[src/rtl/modexp_sequencer.sv]
`default_nettype none
// ============================================================================
// Module   : modexp_sequencer
// Purpose  : Control sequencer for Montgomery-multiplier based right-to-left
//            square-and-multiply modular exponentiation. Steps the MMM
//            datapath through PRE, one ITER per exponent bit, and POST
//            operations, with a start/busy/eoc handshake.
// Revision : 1.0 - initial release
// ============================================================================
module modexp_sequencer #(
  parameter int EXP_WIDTH  = 1026,
  parameter int LEN_WIDTH  = 11,
  parameter int MMM_CYCLES = 11,
  parameter int USE_DONE   = 0
) (
  input  logic                 clk,
  input  logic                 rstb,
  input  logic                 en,
  input  logic                 start,
  input  logic [EXP_WIDTH-1:0] exp_e,
  input  logic [LEN_WIDTH-1:0] exp_len,
  input  logic                 mmm_done,
  output logic                 rst_mmm,
  output logic                 ld_a,
  output logic                 ld_r,
  output logic                 lock1,
  output logic                 lock2,
  output logic [1:0]           sel1,
  output logic                 sel2,
  output logic                 busy,
  output logic                 eoc
);

  localparam int                  CNT_W     = $clog2(MMM_CYCLES + 1);
  localparam logic [CNT_W-1:0]    C_LDR_AT  = CNT_W'(MMM_CYCLES - 1);
  localparam logic [LEN_WIDTH-1:0] C_EXP_MAX = LEN_WIDTH'(EXP_WIDTH);

  typedef enum logic [2:0] {
    S_IDLE     = 3'd0,
    S_PRE_LD   = 3'd1,
    S_PRE_RUN  = 3'd2,
    S_IT_LD    = 3'd3,
    S_IT_RUN   = 3'd4,
    S_POST_LD  = 3'd5,
    S_POST_RUN = 3'd6,
    S_DONE     = 3'd7
  } state_t;

  state_t                 state_q, state_d;
  logic [EXP_WIDTH-1:0]   exp_q, exp_d;
  logic [LEN_WIDTH-1:0]   rem_q, rem_d;
  logic [CNT_W-1:0]       cnt_q, cnt_d;
  logic                   rst_mmm_q, rst_mmm_d;
  logic                   ld_a_q, ld_a_d;
  logic                   ld_r_q, ld_r_d;
  logic                   lock1_q, lock1_d;
  logic                   lock2_q, lock2_d;
  logic [1:0]             sel1_q, sel1_d;
  logic                   sel2_q, sel2_d;
  logic                   busy_q, busy_d;
  logic                   eoc_q, eoc_d;

  // Next-state: op sequencing, exponent shifting and remaining-bit count.
  // ld_r_q marks the capture cycle of the current op, so it doubles as the
  // "op finished" flag for the phase transition.
  always_comb begin
    state_d = state_q;
    exp_d   = exp_q;
    rem_d   = rem_q;
    cnt_d   = cnt_q;
    ld_r_d  = 1'b0;
    case (state_q)
      S_IDLE, S_DONE: begin
        if (start) begin
          exp_d   = exp_e;
          rem_d   = (exp_len > C_EXP_MAX) ? C_EXP_MAX : exp_len;
          state_d = S_PRE_LD;
        end
      end
      S_PRE_LD: begin
        state_d = S_PRE_RUN;
        cnt_d   = CNT_W'(1);
      end
      S_IT_LD: begin
        state_d = S_IT_RUN;
        cnt_d   = CNT_W'(1);
      end
      S_POST_LD: begin
        state_d = S_POST_RUN;
        cnt_d   = CNT_W'(1);
      end
      default: begin
        if (ld_r_q) begin
          case (state_q)
            S_PRE_RUN:  state_d = (rem_q != '0) ? S_IT_LD : S_POST_LD;
            S_IT_RUN: begin
              exp_d   = exp_q >> 1;
              rem_d   = rem_q - LEN_WIDTH'(1);
              state_d = (rem_q == LEN_WIDTH'(1)) ? S_POST_LD : S_IT_LD;
            end
            default:    state_d = S_DONE;
          endcase
        end else begin
          cnt_d = cnt_q + CNT_W'(1);
          if (USE_DONE != 0) begin
            ld_r_d = mmm_done;
          end else begin
            ld_r_d = (cnt_q == C_LDR_AT);
          end
        end
      end
    endcase
  end

  // Output decode from the next state so every strobe leaves a flop.
  always_comb begin
    rst_mmm_d = 1'b1;
    ld_a_d    = 1'b0;
    lock1_d   = 1'b0;
    lock2_d   = 1'b0;
    sel1_d    = 2'b00;
    sel2_d    = 1'b0;
    busy_d    = 1'b1;
    eoc_d     = 1'b0;
    case (state_d)
      S_PRE_LD, S_PRE_RUN: begin
        ld_a_d  = (state_d == S_PRE_LD);
        lock1_d = 1'b1;
        lock2_d = 1'b1;
      end
      S_IT_LD, S_IT_RUN: begin
        ld_a_d  = (state_d == S_IT_LD);
        lock1_d = exp_d[0];
        lock2_d = 1'b1;
        sel1_d  = 2'b01;
        sel2_d  = 1'b1;
      end
      S_POST_LD, S_POST_RUN: begin
        ld_a_d  = (state_d == S_POST_LD);
        lock1_d = 1'b1;
        sel1_d  = 2'b10;
        sel2_d  = 1'b1;
      end
      S_DONE: begin
        lock1_d = 1'b1;
        sel1_d  = 2'b10;
        sel2_d  = 1'b1;
        busy_d  = 1'b0;
        eoc_d   = 1'b1;
      end
      default: begin
        rst_mmm_d = 1'b0;
        busy_d    = 1'b0;
      end
    endcase
  end

  // State and output registers; en low freezes everything.
  always_ff @(posedge clk or negedge rstb) begin
    if (!rstb) begin
      state_q   <= S_IDLE;
      exp_q     <= '0;
      rem_q     <= '0;
      cnt_q     <= '0;
      rst_mmm_q <= 1'b0;
      ld_a_q    <= 1'b0;
      ld_r_q    <= 1'b0;
      lock1_q   <= 1'b0;
      lock2_q   <= 1'b0;
      sel1_q    <= 2'b00;
      sel2_q    <= 1'b0;
      busy_q    <= 1'b0;
      eoc_q     <= 1'b0;
    end else if (en) begin
      state_q   <= state_d;
      exp_q     <= exp_d;
      rem_q     <= rem_d;
      cnt_q     <= cnt_d;
      rst_mmm_q <= rst_mmm_d;
      ld_a_q    <= ld_a_d;
      ld_r_q    <= ld_r_d;
      lock1_q   <= lock1_d;
      lock2_q   <= lock2_d;
      sel1_q    <= sel1_d;
      sel2_q    <= sel2_d;
      busy_q    <= busy_d;
      eoc_q     <= eoc_d;
    end
  end

  assign rst_mmm = rst_mmm_q;
  assign ld_a    = ld_a_q;
  assign ld_r    = ld_r_q;
  assign lock1   = lock1_q;
  assign lock2   = lock2_q;
  assign sel1    = sel1_q;
  assign sel2    = sel2_q;
  assign busy    = busy_q;
  assign eoc     = eoc_q;

endmodule
`default_nettype wire

[config.mk]
export PLATFORM = sky130hd
export DESIGN_NAME = modexp_sequencer
export DESIGN_NICKNAME = d
export VERILOG_FILES = /design/src/rtl/modexp_sequencer.sv
export SDC_FILE = /design/constraint.sdc
export NUM_CORES = 2
export LEC_CHECK = 0
export CAP_MARGIN = 20
export CORE_AREA = 2 2 412 414
export DETAILED_ROUTE_END_ITERATION = 10
export DIE_AREA = 0 0 414 416
export PLACE_DENSITY = 0.55
export SLEW_MARGIN = 10
export SYNTH_ARGS = -nofsm -noshare
export SYNTH_HDL_FRONTEND = slang
export SYNTH_SLANG_ARGS = --single-unit
[constraint.sdc]
create_clock -name clk -period 3.35 [get_ports clk]
set_input_delay 1.005 -clock clk [delete_from_list [all_inputs] [get_ports clk]]
set_output_delay 1.005 -clock clk [all_outputs]
set_load 0.05 [all_outputs]
==> impl_metrics.json <==
{
  "status": "finished, final reports clean",
  "r2r_slack_ns": 0.74,
  "p_sw_mw": 15.4,
  "crit_buf_inv": 1,
  "holdCritPathClass": "input port to asynchronous set/reset pin",
  "grt_usage": 0.190,
  "dieArea_mm2": 0.172,
  "design_area_mm2": 0.0640,
  "rsz0062_at_grt": "no",
  "instances_no_fill": 8040,
  "io_buffers": 1050,
  "cts-buffers-inserted": 120,
  "ys_seq_area_frac": 0.572,
  "cap_violations": 0,
  "worst_slew_pin_slew_ns": 0.831,
  "pwr-share-seq": 0.479,
  "yosysMostFrequentCell": "dfrtp_1",
  "cp_top_family": "buffers and inverters",
  "critPathMaxFanout": 2,
  "grt_pass1_wl_um": 256000,
  "fin_worst_skew_ns": 0.0514,
  "grt_max_degree": 141,
  "ys_ff_latch": 1054,
  "cts_resized": 0,
  "synth_area_leaders": "dfrtp_1 57%, a22oi_1 17%, o21ai_0 11%",
  "slowest_delay_ns": 0.90,
  "viasPerCell": 5.11,
  "yosys-top-cells-count": "1,054 x dfrtp_1, 1,049 x o21ai_0, 1,041 x nand2_1, 1,025 x a22oi_1, 251 x clkbuf_1",
  "cts.sinks": 1054,
  "ios": 1052,
  "power.density_mw_per_mm2": 739,
  "r2r-start": "ld_r$_DFFE_PN0P_",
  "synth_area_mm2": 0.0461,
  "synth_cells": 4754,
  "drt_first_pass_iters": 6,
  "setup_viol": 0,
  "drive_above_1_share": 0.0698,
  "yosys.area.top_type_share": 0.572,
  "min_period_ns": 3.00,
  "synth_nets": 5801,
  "cts_setup_buffers": 0,
  "gp_congestion": 0.840,
  "row_count": 151,
  "crit_chain": "clkdlybuf4s50_1",
  "coreArea_mm2": 0.168,
  "post-route-util": 0.381,
  "timing.hold.ws_ns": 0.230,
  "clk_latency_ns": 0.74,
  "r2r_end": "exp_q[372]$_DFFE_PN0P_",
  "htree_levels": 3,
  "crit_path_end_kind": "primary output",
  "slew_violations": 0,
  "dr_total_vias": 41072,
  "dp_cells": 7754,
  "yosysWarnings": 0,
  "setup_ws_ns": 0.348,
  "arrival_ns": 2.00,
  "area_delta_synth_final_pct": 39.0,
  "critical_path_required_ns": 2.34,
  "place_area_mm2": 0.0598,
  "critPathSlowestCell": "clkdlybuf4s50_1",
  "swShare": 0.325,
  "first_iter_violations": 3671,
  "grt.overflow.total": 0,
  "async_reset_ff_frac": 1.00,
  "finalCritPeriodShare": 0.896,
  "ys.flop_type": "dfrtp_1",
  "pwr-share-comb": 0.237,
  "drc": 0,
  "power.internal_mw": 32.0,
  "grt_antenna_before_repair": 101,
  "layout.nets": 6705,
  "wl_um": 168000,
  "dp_slack_ns": -0.0164,
  "initial_core_util": 0.274,
  "dp.final_hpwl_um": 118000,
  "ir_drop_uv": 493,
  "clkPwrFrac": 0.284,
  "timing_hold_violations_final": 0,
  "p_leak_nw": 25.6,
  "synth_top_cell_by_area": "dfrtp_1",
  "cts_tree": "yes",
  "synth_cell_types": 52,
  "syn_avg_cell_area_um2": 9.69,
  "maxSlewHeadroom": 0.443,
  "cts.clk_slew.worst_paths_ns": 0.06,
  "reg2regPathDepth": 6,
  "die_y_um": 416,
  "cts_buffer_depth": 3,
  "drtAntennaViolNets": 0,
  "grt_pass1_vias": 41073,
  "fmax_mhz": 333,
  "routedWlPerCell_um": 21.0,
  "synth_edf_count": 0,
  "critPathKind": "flop to primary output",
  "holdBufCountCts": 0,
  "worstSetupStartpointType": "flop",
  "fp.dieW_um": 414,
  "root_buffer": "clkbuf_16"
}
[state kept, by name (all words and copies together) (netlist names), 2 cells and up]
register / flops
cnt_q: 4
exp_q: 1026
rem_q: 11
sel1: 2
state_q: 3
[cells by family after synthesis]
logic type | share of synthesized area
and+or+nand+nor | 0.0918
adders and majority gates | 0.00136
buffers and inverters | 0.0452
DFF | 0.572
muxes | 0.000244
AOI/OAI and AO/OA | 0.289
[layout by cell type (no fill, tap or decap), drive strengths merged, types with 3 or more instances in the layout]
master and n:
ha 5, nor2 18, nor3 7, clkdlybuf4s50 1048, nor4 5, a21oi 14, a22oi 1025, a32oi 7
a221o 3, inv 15, nand2 1042, diode 66, o21ai 1050, clkinv 27, nand2b 4, buf 199
dfrtp 1054, a22o 3, bufinv 6, clkbuf 182, a21o 3
[how the worst max path moves through the flow]
stage / cells after the start / startpoint / to / slack (ns)
floorplan: 8 / start / exp_q[443]$_DFFE_PN0P_ / 0.91
global placement: 8 / start / exp_q[378]$_DFFE_PN0P_ / 0.009
detailed placement: 8 / start / exp_q[953]$_DFFE_PN0P_ / -0.02
CTS: 1 / sel1[1]$_DFFE_PN0P_ / sel1[1] / 0.24
global route: 1 / busy$_DFFE_PN0P_ / busy / 0.26
finish: 1 / busy$_DFFE_PN0P_ / busy / 0.35
[layer usage]
metal,up-vias,share of wire,track usage
met2,1267,0.48,0.303
met3,315,0.072,0.0554
li1,19131,-,-
met1,20281,0.41,0.237
met4,78,0.035,0.0864
met5,-,0.0031,0
[cell type report]
type / instances / area [µm²]
inverters: 11 / 48.8
multi-input cells: 3224 / 17600
diodes: 66 / 165
fillers: 16797 / 104000
clock inverters: 38 / 462
well taps: 2218 / 2780
flip-flops and latches: 1054 / 26400
clock buffers: 182 / 3600
repair buffers: 1247 / 13000
[through the flow]
| stage | setup TNS, ns | power, mW |
|---|---|---|
| floorplan | 0 | 29.1 |
| global placement | 0 | 33.6 |
| detailed placement | -0.0534 | 34.2 |
| CTS | 0 | 47.9 |
| global route | 0 | 50.9 |
| finish | 0 | 47.3 |
[power by group through the flow]
stage	sequential (mW)	combinational [mW]	clock, mW
finish	22.7	11.2	13.5
global route	23.5	13.1	14.4
CTS	22.7	11.4	13.9
detailed placement	22.8	11.4	0
global placement	22.7	11.0	0
floorplan	21.8	7.32	0
Note: power is estimated with default switching activity, not from simulation.
